File: src/rtl/tt_vpu_ovi_sb_monitor.sv
// OVI scoreboard protocol monitor: tracks per-id FREE/ISSUED/SENIOR state and issue credits, flags protocol errors.
// Optional age timeout (error code 8) enabled by defining TT_VPU_OVI_SB_MONITOR_TIMEOUT_EN.
module tt_vpu_ovi_sb_monitor #(
   parameter int SB_ENTRIES  = 32,
   parameter int SB_ID_W     = $clog2(SB_ENTRIES),
   parameter int MAX_CREDITS = 16,
   parameter int TIMEOUT     = 4096,
   localparam int CREDIT_W   = $clog2(MAX_CREDITS + 1)
) (
   input  logic                  clk,
   input  logic                  reset,
   input  logic                  issue_valid,
   input  logic [SB_ID_W-1:0]    issue_sb_id,
   input  logic                  issue_credit,
   input  logic [SB_ID_W-1:0]    dispatch_sb_id,
   input  logic                  dispatch_next_senior,
   input  logic                  dispatch_kill,
   input  logic                  completed_valid,
   input  logic [SB_ID_W-1:0]    completed_sb_id,
   output logic                  err_valid,
   output logic [3:0]            err_code,
   output logic [SB_ID_W-1:0]    err_sb_id,
   output logic [7:0]            err_sticky,
   output logic [SB_ENTRIES-1:0] sb_busy,
   output logic [SB_ID_W:0]      outstanding_cnt,
   output logic [CREDIT_W-1:0]   credit_cnt
);

   localparam logic [1:0] ST_FREE   = 2'd0;
   localparam logic [1:0] ST_ISSUED = 2'd1;
   localparam logic [1:0] ST_SENIOR = 2'd2;

   logic [1:0]            sb_state  [SB_ENTRIES];
   logic [1:0]            state_nxt [SB_ENTRIES];
   logic [SB_ID_W:0]      busy_cnt_nxt;
   logic [CREDIT_W-1:0]   credit_nxt;

   logic                  disp_ev;
   logic                  e1, e2, e3, e4, e5, e6, e7;
   logic                  issue_acc, disp_acc, comp_acc, credit_acc;
   logic                  to_hit;
   logic [SB_ID_W-1:0]    to_id;
   logic [7:0]            err_vec;
   logic [3:0]            code_nxt;
   logic [SB_ID_W-1:0]    id_nxt;

   // Error classification; a completion that collides with issue/dispatch is dropped
   // before its own state check, so code 5 masks code 4 for that completion.
   assign disp_ev    = dispatch_next_senior | dispatch_kill;
   assign e1         = issue_valid && (sb_state[issue_sb_id] != ST_FREE);
   assign e6         = issue_valid && (credit_cnt == '0) && !issue_credit;
   assign issue_acc  = issue_valid && !e1 && !e6;
   assign e2         = disp_ev && !((sb_state[dispatch_sb_id] == ST_ISSUED) ||
                                    (issue_acc && (issue_sb_id == dispatch_sb_id)));
   assign e3         = dispatch_next_senior && dispatch_kill;
   assign disp_acc   = disp_ev && !e2 && !e3;
   assign e5         = completed_valid &&
                       ((issue_valid && (completed_sb_id == issue_sb_id)) ||
                        (disp_ev && (completed_sb_id == dispatch_sb_id)));
   assign e4         = completed_valid && !e5 && (sb_state[completed_sb_id] != ST_SENIOR);
   assign comp_acc   = completed_valid && !e4 && !e5;
   assign e7         = issue_credit && (credit_cnt == CREDIT_W'(MAX_CREDITS)) && !issue_acc;
   assign credit_acc = issue_credit && !e7;

   assign err_vec = {to_hit, e7, e6, e5, e4, e3, e2, e1};

   always_comb begin
      busy_cnt_nxt = '0;
      for (int i = 0; i < SB_ENTRIES; i++) begin
         state_nxt[i] = sb_state[i];
         if (issue_acc && (issue_sb_id == SB_ID_W'(i)))
            state_nxt[i] = ST_ISSUED;
         if (disp_acc && (dispatch_sb_id == SB_ID_W'(i)))
            state_nxt[i] = dispatch_next_senior ? ST_SENIOR : ST_FREE;
         if (comp_acc && (completed_sb_id == SB_ID_W'(i)))
            state_nxt[i] = ST_FREE;
         busy_cnt_nxt = busy_cnt_nxt + (SB_ID_W + 1)'(state_nxt[i] != ST_FREE);
      end
   end

   always_comb begin
      for (int i = 0; i < SB_ENTRIES; i++)
         sb_busy[i] = (sb_state[i] != ST_FREE);
   end

   always_comb begin
      credit_nxt = credit_cnt;
      case ({credit_acc, issue_acc})
         2'b10:   credit_nxt = credit_cnt + CREDIT_W'(1);
         2'b01:   credit_nxt = credit_cnt - CREDIT_W'(1);
         default: credit_nxt = credit_cnt;
      endcase
   end

   // Lowest active code wins the report; credit overflow has no associated id.
   always_comb begin
      code_nxt = 4'd0;
      id_nxt   = '0;
      if (e1)          begin code_nxt = 4'd1; id_nxt = issue_sb_id;     end
      else if (e2)     begin code_nxt = 4'd2; id_nxt = dispatch_sb_id;  end
      else if (e3)     begin code_nxt = 4'd3; id_nxt = dispatch_sb_id;  end
      else if (e4)     begin code_nxt = 4'd4; id_nxt = completed_sb_id; end
      else if (e5)     begin code_nxt = 4'd5; id_nxt = completed_sb_id; end
      else if (e6)     begin code_nxt = 4'd6; id_nxt = issue_sb_id;     end
      else if (e7)     begin code_nxt = 4'd7; id_nxt = '0;              end
      else if (to_hit) begin code_nxt = 4'd8; id_nxt = to_id;           end
   end

`ifdef TT_VPU_OVI_SB_MONITOR_TIMEOUT_EN
   localparam int AGE_W = $clog2(TIMEOUT + 1);

   logic [AGE_W-1:0] age [SB_ENTRIES];

   // Fires on the cycle the age steps to TIMEOUT; saturation makes it one-shot per residency.
   always_comb begin
      to_hit = 1'b0;
      to_id  = '0;
      for (int i = SB_ENTRIES - 1; i >= 0; i--) begin
         if ((sb_state[i] != ST_FREE) && (age[i] == AGE_W'(TIMEOUT - 1))) begin
            to_hit = 1'b1;
            to_id  = SB_ID_W'(i);
         end
      end
   end

   always_ff @(posedge clk or posedge reset) begin
      if (reset) begin
         for (int i = 0; i < SB_ENTRIES; i++)
            age[i] <= '0;
      end else begin
         for (int i = 0; i < SB_ENTRIES; i++) begin
            if (sb_state[i] == ST_FREE)
               age[i] <= '0;
            else if (age[i] != AGE_W'(TIMEOUT))
               age[i] <= age[i] + AGE_W'(1);
         end
      end
   end
`else
   assign to_hit = 1'b0;
   assign to_id  = '0;
`endif

   always_ff @(posedge clk or posedge reset) begin
      if (reset) begin
         for (int i = 0; i < SB_ENTRIES; i++)
            sb_state[i] <= ST_FREE;
         outstanding_cnt <= '0;
         credit_cnt      <= '0;
         err_valid       <= 1'b0;
         err_code        <= 4'd0;
         err_sb_id       <= '0;
         err_sticky      <= 8'h00;
      end else begin
         for (int i = 0; i < SB_ENTRIES; i++)
            sb_state[i] <= state_nxt[i];
         outstanding_cnt <= busy_cnt_nxt;
         credit_cnt      <= credit_nxt;
         err_valid       <= |err_vec;
         err_sticky      <= err_sticky | err_vec;
         if (|err_vec) begin
            err_code  <= code_nxt;
            err_sb_id <= id_nxt;
         end
      end
   end

endmodule

File: config.mk
export PLATFORM = sky130hd
export DESIGN_NAME = tt_vpu_ovi_sb_monitor
export DESIGN_NICKNAME = d
export VERILOG_FILES = /design/src/rtl/tt_vpu_ovi_sb_monitor.sv
export SDC_FILE = /design/constraint.sdc
export NUM_CORES = 1
export LEC_CHECK = 0
export CELL_PAD_IN_SITES_DETAIL_PLACEMENT = 2
export CELL_PAD_IN_SITES_GLOBAL_PLACEMENT = 2
export CORE_ASPECT_RATIO = 0.9
export CORE_MARGIN = 3
export CORE_UTILIZATION = 33
export CTS_BUF_LIST = sky130_fd_sc_hd__clkbuf_4
export DETAILED_ROUTE_END_ITERATION = 6
export PLACE_DENSITY = 0.85
export SKIP_CTS_REPAIR_TIMING = 1
export SYNTH_ARGS = -nofsm -noshare
export SYNTH_HDL_FRONTEND = slang
export SYNTH_SLANG_ARGS = --single-unit
File: constraint.sdc
create_clock -name clk -period 6.6 [get_ports clk]
set_clock_uncertainty 0.2 [all_clocks]
set_input_delay 1.32 -clock clk [delete_from_list [all_inputs] [get_ports clk]]
set_output_delay 1.32 -clock clk [all_outputs]
set_load 0.01 [all_outputs]
==> results.py <==
metrics = {
    "clock_network": {
        "h-tree-depth": 3,
        "cts_buffers": 9,
        "clockBufferDepth": 2,
        "clock-sinks": 91,
        "clk_pin_slew_ns": 0.19,
        "cts_tree": "done",
        "root_buffer": "clkbuf_4",
        "clk_latency_ns": 0.58,
    },
    "layout": {
        "nNetsFinal": 1276,
        "fillers": 2197,
        "drive_gt1_share_pct": 49.51,
        "final_area_um2": 12200,
        "final_cells": 1517,
        "area_growth_pct": 65.55,
    },
    "critical_path": {
        "slowest_stage": "fa_2",
        "crit_buf_inv": 10,
        "max_stage_delay_ns": 0.65,
        "cp_common_cell": "inv_2",
        "reg2regPathDepth": 28,
        "critical_path_class": "input pin to flop",
        "setup.worst_path.end_class": "flop",
        "r2r_start": "sb_state[0]",
        "timing.rr.end": "outstanding_cnt[4]",
        "cp_top_family": "adder cells",
        "arrival_ns": 8.82,
        "path_depth": 29,
        "r2r_slack_ns": -1.35,
        "crit_path_max_fanout": 9,
        "crit_required_ns": 6.85,
        "cp-start-kind": "input pin",
    },
    "placement": {
        "port_buffers": 80,
        "dpl.hpwl_um": 38250,
        "place_congestion": 1.027,
        "dp.cells": 1458,
        "place_area_um2": 10970,
    },
    "logic_synthesis": {
        "ys.flop_type": "dfrtp_1",
        "ys_ff_latch": 91,
        "synth-edff-count": 0,
        "netlist_instances": 790,
        "ys_types": 79,
        "synth-seq-area-share_pct": 30.89,
        "synth.cell_area_um2": 7372,
        "synth_top_area_share_pct": 30.89,
        "yosys.area.top_type": "dfrtp_1",
        "synth_area_leaders": "dfrtp_1, mux4_2, fa_1",
        "synthTopCellsByCount": "nor2_1, dfrtp_1, a21oi_1, inv_1, or2_2",
        "yosysMostFrequentCell": "nor2_1",
        "postSynth.asyncResetShare_pct": 100.0,
        "yosysWarnings": 0,
        "syn_area_per_cell_um2": 9.332,
    },
    "timing": {
        "fin_crit_ns": 8.565,
        "finalCritPeriodShare_pct": 129.8,
        "tightest_slew_ns": 0.8720,
        "maxSlewViolCount": 0,
        "hold_viol": 0,
        "rsz0062_at_grt": "yes",
        "setup_viol": 6,
        "setup_slack_ns": -1.965,
        "clock.fmax_ghz": 0.1167,
        "maxSlewHeadroom_pct": 41.61,
        "tns_ns": -10.52,
    },
    "run_status": {
        "violations": "setup timing",
        "status": "complete, but fails checks",
    },
    "floorplan": {
        "fp.dieArea_um2": 24170,
        "fp.dieW_um": 163.6,
        "initial_core_util_pct": 33.78,
        "row_count": 51,
        "coreArea_um2": 21820,
        "pin_count": 83,
        "die_height_um": 147.8,
    },
    "pwr": {
        "ir_drop_mv": 3.006,
        "cellLeakagePower_nw": 5.768,
        "switching_power_w": 0.004722,
        "p_sw_share_pct": 51.67,
        "clockPowerShare_pct": 4.3,
        "p_comb_share_pct": 85.4,
        "intPower_w": 0.004417,
        "seq_power_share_pct": 10.3,
        "p_per_area_nw_per_um2": 748.8,
    },
    "drt": {
        "dr.first_iter.drc_count": 1524,
        "routedWlPerCell_um": 43.10,
        "routed_wl_um": 65380,
        "postRouteAntennaNets": 0,
        "drc": 0,
        "viasPerCell": 6.908,
        "num_vias": 10480,
        "dr.pass1.iters": 5,
    },
    "global_route": {
        "grt_overflow": 0,
        "grt_use_total_pct": 45.13,
        "grt_pass1_wl_um": 78140,
        "grt_pass1_vias": 10719,
        "antenna_found_initial": 8,
        "grt_max_degree": 58,
    },
    "worst_hold_path": {
        "min_from": "err_sticky[2]",
        "worst_hold_path_type": "flop to flop",
        "hold_path_depth": 1,
        "min_to": "err_sticky[2]",
    },
    "job": {
        "maxCapViolations": 0,
    },
}
==> sequential cells by signal, summed over array words and instances (netlist names) <==
name	count
sb_state	64
err_sticky	7
outstanding_cnt	6
credit_cnt	5
err_sb_id	5
err_code	3
err_valid	1
==> area by class of cell <==
| cell class | instances | area (µm²) | share of cell area [%] |
|---|---|---|---|
| diodes | 2 | 5.005 | 0.04101 |
| clock buffers | 10 | 75.07 | 0.6151 |
| clock inverters | 6 | 72.57 | 0.5946 |
| inverters | 49 | 186.4 | 1.528 |
| multi-input cells | 606 | 5231 | 42.86 |
| flip-flops and latches | 91 | 2277 | 18.66 |
| well taps | 291 | 364.1 | 2.983 |
| repair buffers | 462 | 3993 | 32.71 |
==> cells by family (layout without fill, tap and decap cells) <==
group | count (synthesis) | count (layout) | synth area share (%)
compound gates | 164 | 164 | 15.75
mux | 63 | 63 | 12.66
simple gates | 319 | 319 | 22.81
xor+xnor | 22 | 22 | 2.614
fa+ha+maj | 36 | 36 | 8.639
buf+inv | 94 | 527 | 6.585
other cells | 1 | 4 | 0.05087
flops | 91 | 91 | 30.89
==> per-layer routing <==
metal	wire, µm	up-vias	part of all wire, %	global-route usage (%)
met3	8433	531	13	13.62
met2	27220	1158	42	71.06
met1	22610	5122	35	52.14
met4	6963	12	11	32.56
li1	-	3657	-	-
met5	157	-	0.24	0
==> power by group through the flow <==
stage | sequential (W) | combinational, W | clock, W
global route | 0.000938 | 0.00816 | 0.000406
finish | 0.000943 | 0.00780 | 0.000396
CTS | 0.000898 | 0.00635 | 0.000382
floorplan | 0.000897 | 0.00331 | 0
global placement | 0.000874 | 0.00547 | 0
detailed placement | 0.000900 | 0.00612 | 0
==> per-stage QoR <==
stage	setup slack [ns]	hold slack (ns)	total power (W)	utilization, %
global route	-1.956	0.3272	0.009501	55.90
finish	-1.965	0.3126	0.009139	55.92
floorplan	-1.081	0.3041	0.004206	-
global placement	-2.093	0.2507	0.006344	50.29
detailed placement	-2.663	0.2598	0.007022	50.29
CTS	-2.321	0.3148	0.007628	50.96
==> worst max-delay path by stage <==
stage,from,endpoint,slack [ns]
floorplan,issue_sb_id[3],outstanding_cnt[4],-1.08
global placement,issue_sb_id[0],outstanding_cnt[4],-2.09
detailed placement,issue_sb_id[1],outstanding_cnt[4],-2.66
CTS,issue_sb_id[1],outstanding_cnt[4],-2.32
global route,issue_sb_id[0],outstanding_cnt[4],-1.96
finish,completed_sb_id[0],outstanding_cnt[4],-1.97
==> layout by cell type, fill, tap and decap left out, drive strengths merged, types with 4 or more instances in the layout <==
cell and instances:
o221ai 5, a22oi 9, nor2 122, a22o 4
a21o 4, nand2 33, and3 9, nor2b 15
nand3 13, nor3b 8, clkdlybuf4s50 67, or4b 4
and2 17, a21oi 58, nor4 10, o22ai 19
or2 38, ha 10, nand2b 9, o21ai 11
xnor2 19, o22a 13, nor4b 5, a31oi 11
mux4 24, a2bb2oi 4, inv 52, buf 381
dlymetal6s2s 7, mux2i 37, dfrtp 91, o2bb2ai 6
fa 25, clkbuf 17, nor3 23
(Power assumes the default switching activity.)
